File: src/rtl/shared_reg_arbiter.sv
// Round-robin arbiter that grants one of N_REQ requesters at a time and loads
// its data word into a single shared register, returning a one-cycle ack.
`timescale 1ns/1ps

module shared_reg_arbiter #(
    parameter  int N_REQ = 4,
    parameter  int WIDTH = 8,
    localparam int IDW   = $clog2(N_REQ)
) (
    input  logic                   clk,
    input  logic                   reset,
    input  logic [N_REQ-1:0]       req,
    input  logic [N_REQ*WIDTH-1:0] data_in,
    output logic [N_REQ-1:0]       ack,
    output logic [IDW-1:0]         grant_id,
    output logic                   busy,
    output logic [WIDTH-1:0]       data_out,
    output logic                   data_valid
);

    // state | meaning
    // IDLE  | waiting for any req; arbitrates from rr_ptr upward
    // GRANT | winner latched; write on this edge if its req is still high
    // DONE  | ack high for one cycle; req ignored (turnaround)
    typedef enum logic [1:0] {
        IDLE  = 2'd0,
        GRANT = 2'd1,
        DONE  = 2'd2
    } state_t;

    state_t           state, state_n;
    logic [IDW-1:0]   rr_ptr, rr_ptr_n;
    logic [IDW-1:0]   grant_id_n;
    logic             busy_n;
    logic [N_REQ-1:0] ack_n;
    logic [WIDTH-1:0] data_out_n;
    logic             data_valid_n;

    logic [WIDTH-1:0] words [N_REQ];
    logic [IDW-1:0]   winner;
    logic [IDW-1:0]   cand;
    logic             found;

    for (genvar i = 0; i < N_REQ; i++) begin : g_words
        assign words[i] = data_in[i*WIDTH +: WIDTH];
    end

    // Scan downward so the smallest offset from rr_ptr is the last to win.
    always_comb begin
        winner = rr_ptr;
        found  = 1'b0;
        cand   = '0;
        for (int k = N_REQ - 1; k >= 0; k--) begin
            cand = IDW'((int'(rr_ptr) + k) % N_REQ);
            if (req[cand]) begin
                winner = cand;
                found  = 1'b1;
            end
        end
    end

    always_comb begin
        state_n      = state;
        rr_ptr_n     = rr_ptr;
        grant_id_n   = grant_id;
        busy_n       = busy;
        ack_n        = '0;
        data_out_n   = data_out;
        data_valid_n = data_valid;
        case (state)
            IDLE: begin
                if (found) begin
                    grant_id_n = winner;
                    busy_n     = 1'b1;
                    state_n    = GRANT;
                end
            end
            GRANT: begin
                if (req[grant_id]) begin
                    data_out_n      = words[grant_id];
                    ack_n[grant_id] = 1'b1;
                    data_valid_n    = 1'b1;
                    rr_ptr_n        = (grant_id == IDW'(N_REQ - 1)) ? '0 : grant_id + 1'b1;
                    state_n         = DONE;
                end else begin
                    busy_n  = 1'b0;
                    state_n = IDLE;
                end
            end
            DONE: begin
                busy_n  = 1'b0;
                state_n = IDLE;
            end
            default: begin
                busy_n  = 1'b0;
                state_n = IDLE;
            end
        endcase
    end

    always_ff @(posedge clk or posedge reset) begin
        if (reset) begin
            state      <= IDLE;
            rr_ptr     <= '0;
            grant_id   <= '0;
            busy       <= 1'b0;
            ack        <= '0;
            data_out   <= '0;
            data_valid <= 1'b0;
        end else begin
            state      <= state_n;
            rr_ptr     <= rr_ptr_n;
            grant_id   <= grant_id_n;
            busy       <= busy_n;
            ack        <= ack_n;
            data_out   <= data_out_n;
            data_valid <= data_valid_n;
        end
    end

endmodule

File: config.mk
export PLATFORM = sky130hd
export DESIGN_NAME = shared_reg_arbiter
export DESIGN_NICKNAME = d
export VERILOG_FILES = /design/src/rtl/shared_reg_arbiter.sv
export SDC_FILE = /design/constraint.sdc
export NUM_CORES = 1
export LEC_CHECK = 0
export ABC_CLOCK_PERIOD_IN_PS = 3600
export CORE_ASPECT_RATIO = 0.75
export CORE_MARGIN = 2
export CORE_UTILIZATION = 43
export CTS_CLUSTER_DIAMETER = 120
export DETAILED_ROUTE_END_ITERATION = 6
export GPL_ROUTABILITY_DRIVEN = 0
export PLACE_DENSITY = 0.88
export SLEW_MARGIN = 20
export SYNTH_ARGS = -nofsm -noshare
export SYNTH_HDL_FRONTEND = slang
export SYNTH_SLANG_ARGS = --single-unit
File: constraint.sdc
create_clock -name clk -period 3.6 [get_ports clk]
set_input_delay 0.72 -clock clk [delete_from_list [all_inputs] [get_ports clk]]
set_output_delay 0.72 -clock clk [all_outputs]
set_load 0.1 [all_outputs]
==> key figures <==
Finish
  – Core Util, Final: 66.78%
  – Fillers: 189
  – Layout cell share with drive strength beyond 1: 18.25%
  – Diode count: 0
  – Final #Nets: 181
  – Area grow syn2layout: 50.78%

Power
  – Leakage: 0.0007336 uW
  – Net switching power: 903.8 uW
  – Net Sw Frac: 54.21%
  – Cell Pwr Density: 981.8 nW/um^2
  – Pint: 763.3 uW
  – Comb pwr share: 66.9%
  – VDD IR max: 0.4610 mV
  – Clock share of power: 6.1%
  – Sequential power share: 27.0%

Setup path
  – Critical path fanouts, max: 2
  – CP Capture Type: output pin
  – Critical Setup Path Class: reg -> out
  – Slowest-stage cell, CP: clkdlybuf4s50_1
  – Reg-to-reg startpoint: grant_id[0]
  – Worst EP required: 2.88 ns
  – Slowest stage delay, CP: 1.14 ns
  – Bufs and invs on worst path: 1
  – CP arrival: 1.82 ns
  – Startpoint Class: flop
  – Crit-path cells: clkdlybuf4s50_1
  – Flop2flop setup slack: 1.41 ns
  – Crit Reg-Reg Endpoint: data_out[3]
  – Cell family with most CP delay: buffers and inverters
  – Reg2reg path depth: 3

Yosys
  – Post-synthesis mux area share: 30.22%
  – Top-count cell post-synth: dfrtp_1
  – Area share of the largest cell type after synthesis: 44.44%
  – Post-synthesis xor/xnor area fraction: 0%
  – Synth Area in Compound Gates: 5.667%
  – Mean Syn Cell Area: 13.41 sq um
  – Syn_nets: 126
  – Synthesis warning total: 0
  – Post-synth ARST share: 100.0%
  – Unique masters post-synth: 28
  – Cells after Synth: 84
  – Post-synth top cells: dfrtp_1, inv_1, mux4_2
  – Largest family of logic cells by synthesized area: multiplexers
  – Register area share after synthesis: 44.44%
  – Cell taking the most area after synthesis: dfrtp_1
  – Adder-Cell Fraction of Synth Area: 4.444%
  – Simple-Gate Fraction of Synth Area: 9.667%
  – EDFF count, synth: 0
  – Synth Register Bits: 20
  – Prevailing post-synth register cell: dfrtp_1
  – Dominant cells by area after synthesis: dfrtp_1, mux4_2, mux2_2
  – Netlist Area Pre-Place: 1126 sq um

Timing
  – Clock skew: 0.001530 ns
  – Final worst path period need: 2.536 ns
  – Max Fclk: 0.3943 GHz
  – Final setup margin: 1.064 ns
  – Period utilization: 70.44%
  – Worst-Margin Slew: 0.9722 ns
  – Final setup viols: 0
  – RSZ-0062 raised after global routing: no
  – Relative slew slack: 34.98%
  – Hold Fails Final Rpt: 0
  – Max-slew violations: 0
  – Setup_tns: 0 ns

Drt
  – Routed WL: 2367 microns
  – Vias: 876
  – Residual DRC: 0
  – First-pass DRT Iterations: 4
  – Vias/cell: 5.064
  – Avg WL per Cell: 13.68 microns
  – DRT antenna net count: 0
  – Iter 0 DRT Violations: 11

Status
  – Run status: finished, final reports clean

CTS
  – Depth of the CTS H-tree: 1
  – Post-CTS Setup Inserts: 0
  – TritonCTS clock tree: yes
  – TritonCTS buffer count: 3
  – Clock insertion delay at the later pin of the skew report: 0.29 ns
  – Maximum root-to-sink buffer count: 2
  – Clock sink count: 20
  – Hold Buf Count CTS: 0
  – CTS resizes: 0
  – Clk Tree Root Cell: clkbuf_4
  – Clk slew on worst S/H paths: 0.10 ns

Floorplanning
  – Area of the die: 3049 sq um
  – Initial core utilization: 44.29%
  – Std-Cell Rows: 16
  – Die W: 63.09 microns
  – Core area: 2542 sq um
  – Height of the die: 48.32 microns
  – # IOs: 54

Hold path
  – Hold EP: data_valid
  – Number of cells on the worst hold path: 1
  – HP Start: data_valid
  – Min-delay worst type: reg -> reg

Global route
  – Vias in the first global route: 879
  – Largest net degree at the start of global routing: 21
  – GRT overflow: 0
  – Antenna violations before repair: 0
  – GRT Total Usage: 16.42%
  – First-pass GRT wire length: 3905 microns

Placed design
  – Worst slack, placed: 1.060 ns
  – HPWL after DPL: 1854 microns
  – Port Buffers: 53

Job
  – Max_cap viols: 0
-- registers in the layout, indices dropped and copies added (netlist names) --
name	cells
data_out	8
ack	4
grant_id	2
rr_ptr	2
state	2
busy	1
data_valid	1
-- logic make-up after synthesis --
family | Yosys count
fa+ha+maj | 4
buf+inv | 14
simple gates | 17
compound gates | 9
mux | 20
flops | 20
-- placed cells by master, fill, tap and decap left out --
cell type and instances:
mux2_2 6, clkbuf_4 3, nand2_1 1, o31a_1 1, mux4_2 9, nor3b_1 1, o21ai_0 2, or3_1 1
o22ai_1 1, nor3_1 1, mux2i_1 1, nor4_1 1, buf_4 2, nand3b_4 1, or4_1 1, o41ai_1 1
a211oi_1 1, nor2b_1 3, ha_1 4, and3b_1 1, o31ai_1 1, mux2_4 4, a31oi_1 1, clkdlybuf4s50_1 51
inv_1 11, nor2_1 5, nand2b_1 1, dfrtp_1 20, a2bb2oi_1 1
-- layer usage --
layer  track usage (%)  part of all wire, %  vias to the layer above
met3             3.953                  7.1                        4
li1                  -                    -                      412
met1             20.12                   43                      419
met4             4.444                 0.72                        0
met2             29.08                   49                       41
met5                 0                    0                        -
-- how the worst max path moves through the flow --
stage / start / to / depth (start not counted)
floorplan: grant_id[0] / data_out[4] / 4
detailed placement: req[3] / data_out[3] / 4
global placement: req[3] / data_out[0] / 4
finish: data_valid / data_valid / 1
CTS: data_out[7] / data_out[7] / 1
global route: data_out[2] / data_out[2] / 1
-- power by group through the flow --
stage | combinational, uW | sequential, uW | clock (uW)
final | 1110 | 451 | 102
after global routing | 1170 | 475 | 110
after CTS | 1120 | 454 | 102
after detailed placement | 1120 | 457 | 0
after global placement | 1100 | 454 | 0
after floorplan | 406 | 921 | 0
-- through the flow --
stage	hold slack, ns	cell area, sq um	power, uW	std cells
after global routing	0.5450	1698	1754	173
after floorplan	0.5323	1126	1327	84
after global placement	0.4709	1675	1558	170
after CTS	0.5166	1698	1679	173
after detailed placement	0.4867	1675	1579	170
final	0.5241	1698	1667	173
-- layout make-up --
type | count | area (sq um) | area share [%]
clock buffer | 3 | 22.52 | 1.326
inverter | 11 | 41.29 | 2.432
multi-input combinational | 50 | 563.0 | 33.16
sequential | 20 | 500.5 | 29.48
tap | 36 | 45.04 | 2.653
timing repair buffer | 53 | 525.5 | 30.95
(Power assumes the default switching activity.)
==> RTL edit 1 (same settings) <==
`WIDTH`: 8 -> 12.
--- a/src/rtl/shared_reg_arbiter.sv
+++ b/src/rtl/shared_reg_arbiter.sv
@@ -6,3 +6,3 @@
     parameter  int N_REQ = 4,
-    parameter  int WIDTH = 8,
+    parameter  int WIDTH = 12,
     localparam int IDW   = $clog2(N_REQ)
Ports: changed (resized data_in and data_out); port bits go from 54 to 74. The function was not compared with the original's and may differ.
==> RTL edit 1 against the unedited design <==
- sequential cell count rose by 4
- design area rose by 30%
- wire length rose by 61%
- clock skew rose by 0.0025 ns
- combinational power rose by 42%
- die area rose by 25%
- area after synthesis rose by 27%
- first-iteration DRC count rose to 4.9 times the old value
- setup slack improved by 0.029 ns
- non-clock buffer count rose by 21
- power rose by 36%
- critical path type unchanged
- critical endpoint is now data_out[8]
- highest routed layer unchanged
==> RTL edit 1: results <==
set metrics [dict create \
    clock_latency_ns 0.26 \
    clk_pin_slew_ns 0.08 \
    r2r_start "grant_id[1]" \
    reg.largest.list "data_out (12), ack (4)" \
    drc 0 \
    nNetsFinal 230 \
    synth.cell_area_um2 1430 \
    finClkSkew_ns 0.00403 \
    grt_use_total 0.204 \
    power_leakage_nw 0.965 \
    slew_headroom 0.333 \
    viasPerCell 5.14 \
    hold_class "flip-flop to flip-flop" \
    cts_buffers 3 \
    grt_start_max_net_pins 25 \
    hold_depth 1 \
    r2r.worst_path.cells 3 \
    ys_types 28 \
    wire_per_inst_um 18.0 \
    ys_seq_area_frac 0.421 \
    yosys-top-cells-count "dfrtp_1 (24), mux2_4 (14), mux4_2 (13), inv_1 (12), nor2_1 (5)" \
    dp_slack_ns 1.03 \
    rrSetupSlack_ns 1.53 \
    syn_nets 156 \
    drive_above_1_share 0.211 \
    port_buffers 73 \
    regToRegEndpoint "data_out[8]" \
    vdd_drop_max_v 0.000407 \
    critPathLaunch "data_out[8]" \
    drt_iter0_markers 54 \
    grt_pass1_vias 1097 \
    outcome "finished clean" \
    dp_hpwl_mm 2.91 \
    root_buffer "clkbuf_8" \
    grt_pass1_wl_mm 5.73 \
    yosys-top-cells-area "dfrtp_1 (42%), mux4_2 (21%), mux2_4 (15%)" \
]
==> RTL edit 1: cells by family (layout without fill, tap and decap cells) <==
kind of cell               count (synthesis)  count (layout)  share of synthesized area
muxes                                     28              28                      0.360
DFF                                       24              24                      0.421
buffers and inverters                     17              90                     0.0702
and+or+nand+nor                           15              15                     0.0667
AOI/OAI and AO/OA                         10              10                     0.0474
adders and majority gates                  4               4                     0.0351
==> RTL edit 1: report_power, final <==
part           switching, mW  leakage [nW]  internal, mW  total [mW]
logic                  0.998         0.645         0.583        1.58
registers              0.124         0.291         0.392       0.515
clock network         0.0804        0.0288        0.0974       0.178
total                   1.20         0.965          1.07        2.27
==> RTL edit 1: area by class of cell <==
| type | count | area [um2] |
|---|---|---|
| Timing Repair Buffer | 74 | 733 |
| Clock buffer | 4 | 55.1 |
| Fill cell | 221 | 1010 |
| Sequential cell | 24 | 601 |
| Multi-Input combinational cell | 57 | 726 |
| Tap cell | 40 | 50.0 |
| Inverter | 12 | 45.0 |
==> RTL edit 1: per-stage QoR <==
stage	hold WS [ns]	std cells	total power, mW	area, um2	utilization
floorplan	0.425	98	1.78	1430	-
global placement	0.458	207	2.06	2150	0.669
detailed placement	0.451	207	2.10	2150	0.669
CTS	0.474	211	2.29	2210	0.686
global route	0.511	211	2.37	2210	0.686
finish	0.474	211	2.27	2210	0.686
==> RTL edit 1: worst max path at each step <==
stage	end	slack, ns	cells past startpoint
2_1_floorplan	data_out[11]	1.19	5
3_3_place_gp	data_out[10]	1.09	4
3_5_place_dp	data_out[10]	1.03	4
4_1_cts	data_out[8]	1.09	1
5_1_grt	data_out[7]	1.05	1
6_report	data_out[8]	1.09	1
==> RTL edit 1: metal layers <==
metal  up-vias  global-route usage  share of wire
met5         -                   0              0
met4         0              0.0673          0.013
met3         4              0.0562          0.085
met2        53               0.362           0.49
met1       524               0.248           0.41
li1        503                   -              -
==> RTL edit 2 (same flow settings) <==
Without the edit above. Encoding of `state_t`: now one-hot (3 bits for 3 states).
--- a/src/rtl/shared_reg_arbiter.sv
+++ b/src/rtl/shared_reg_arbiter.sv
@@ -24,6 +24,6 @@
     // DONE  | ack high for one cycle; req ignored (turnaround)
-    typedef enum logic [1:0] {
-        IDLE  = 2'd0,
-        GRANT = 2'd1,
-        DONE  = 2'd2
+    typedef enum logic [2:0] {
+        IDLE  = 3'b001,
+        GRANT = 3'b010,
+        DONE  = 3'b100
     } state_t;
Behaviour: same outputs for any inputs over 10 cycles, from zero or initial values and one cycle with reset high; not proved beyond that.
==> RTL edit 2 against the unedited design <==
- sequential cell count grew 1
- design area grew 3.3%
- worst hold slack lost 0.021 ns
- non-clock buffer count is the same
- utilization grew 0.62 points
- register-to-register slack gained 0.09 ns
- synthesized cell count grew 3.6%
- count of clock-buffer cells in the layout is the same
- power shrank 3.6%
- largest cell class unchanged
- fmax shrank 0.67%
- setup slack lost 0.017 ns
- wire length grew 9.8%
- critical endpoint is now data_out[6]
- area after synthesis grew 4.4%
==> RTL edit 2: results <==
set metrics [dict create \
    fillers 185 \
    slowest_stage "clkdlybuf4s50_1" \
    ys_types 29 \
    slowest_delay_ns 1.15 \
    yosysWarningCount 0 \
    worst_slew_pin_slew_ns 0.986 \
    grt_pass1_wl_mm 4.50 \
    firstDrtPassIters 4 \
    synthMuxAreaShare 0.283 \
    cts_buffers 3 \
    clock_latency_ns 0.30 \
    outcome "finished clean" \
    synthXorXnorAreaFrac 0 \
    nNetsFinal 184 \
    power_leakage_nw 0.734 \
    setup_viol 0 \
    ys_seq_area_frac 0.448 \
    reg.largest.list "data_out (8), ack (4), state (3)" \
    dp_slack_ns 1.04 \
    cp_top_family "buffers and inverters" \
    synthAdderAreaFrac 0.0426 \
    grt_pass1_vias 973 \
    crit_path_max_fanout 2 \
    h-tree-depth 1 \
    postCtsResizedCells 0 \
    hold_class "flip-flop to flip-flop" \
    cp.arrival_ns 1.83 \
    yosys-top-cells-count "dfrtp_1 (20), inv_1 (8), mux4_2 (8), mux2_2 (6), mux2_4 (5)" \
    num_vias 904 \
    drt_iter0_markers 18 \
    synth-compound-area-share 0.0755 \
    antennaDiodeCount 0 \
    wire_per_inst_um 14.7 \
    finClkSkew_ns 0.00324 \
    yosys-top-cells-area "dfrtp_1 (43%), mux4_2 (15%), mux2_4 (6.4%)" \
    vdd_drop_max_v 0.000782 \
    clk_pin_slew_ns 0.12 \
    fin_ws_ns 1.05 \
    grt_use_total 0.185 \
    dp_hpwl_mm 2.00 \
    cts_setup_buffers 0 \
    syn_nets 129 \
    antenna_found_initial 0 \
    drive_above_1_share 0.213 \
    clock_path_buffers 2 \
    port_buffers 53 \
    grt_start_max_net_pins 22 \
    root_buffer "clkbuf_4" \
    async_flop_share 1.00 \
]
[RTL edit 2: cell count changes in the layout (fill, tap and decap cells not counted), sizes merged, moves of 2 or more]
cell	unedited run	this run
nor2b	3	1
a21oi	0	4
inv	11	8
and2	0	4
nand2b	1	4
[RTL edit 2: report_power, final]
group / internal (mW) / leakage [nW] / switching, mW
clock network: 0.0414 / 0.0177 / 0.0700
logic: 0.370 / 0.457 / 0.673
registers: 0.334 / 0.260 / 0.119
total: 0.745 / 0.734 / 0.862
[RTL edit 2: worst paths after layout]
kind                        startpoint     endpoint  slack, ns  cells past startpoint
max reg2reg                grant_id[0]  data_out[7]       1.50                      4
min reg2reg                 data_valid   data_valid       0.50                      1
min in group asynchronous        reset       ack[3]       0.85                      2
min                         data_valid   data_valid       0.50                      1
max                        data_out[6]  data_out[6]       1.05                      1
max in group asynchronous        reset     state[1]       2.27                      2
[RTL edit 2: layer usage]
layer,vias to the layer above,global-route usage,part of all wire
li1,423,-,-
met1,433,0.227,0.41
met2,46,0.330,0.50
met3,2,0.0600,0.081
met4,0,0.0213,0.0038
met5,-,0,0
[RTL edit 2: cell families (layout without fill, tap and decap cells)]
kind of cell	after synthesis	in the layout
buf+inv	11	65
simple gates	20	20
mux	20	20
flops	21	21
compound gates	11	11
fa+ha+maj	4	4
[RTL edit 2: through the flow]
step                instance area, um2  hold slack, ns  std cells
finish                            1750           0.503        177
global placement                  1730           0.462        173
detailed placement                1730           0.476        173
CTS                               1750           0.503        177
global route                      1750           0.510        177
floorplan                         1180           0.514         87
[RTL edit 2: final cells by class]
type,count,area [um2],area share
clock buffer,3,22.5,0.0128
sequential,21,527,0.300
multi-input combinational,55,599,0.342
inverter,8,30.0,0.0171
tap,36,45.0,0.0257
timing repair buffer,53,526,0.300
clock inverter,1,5.00,0.00285
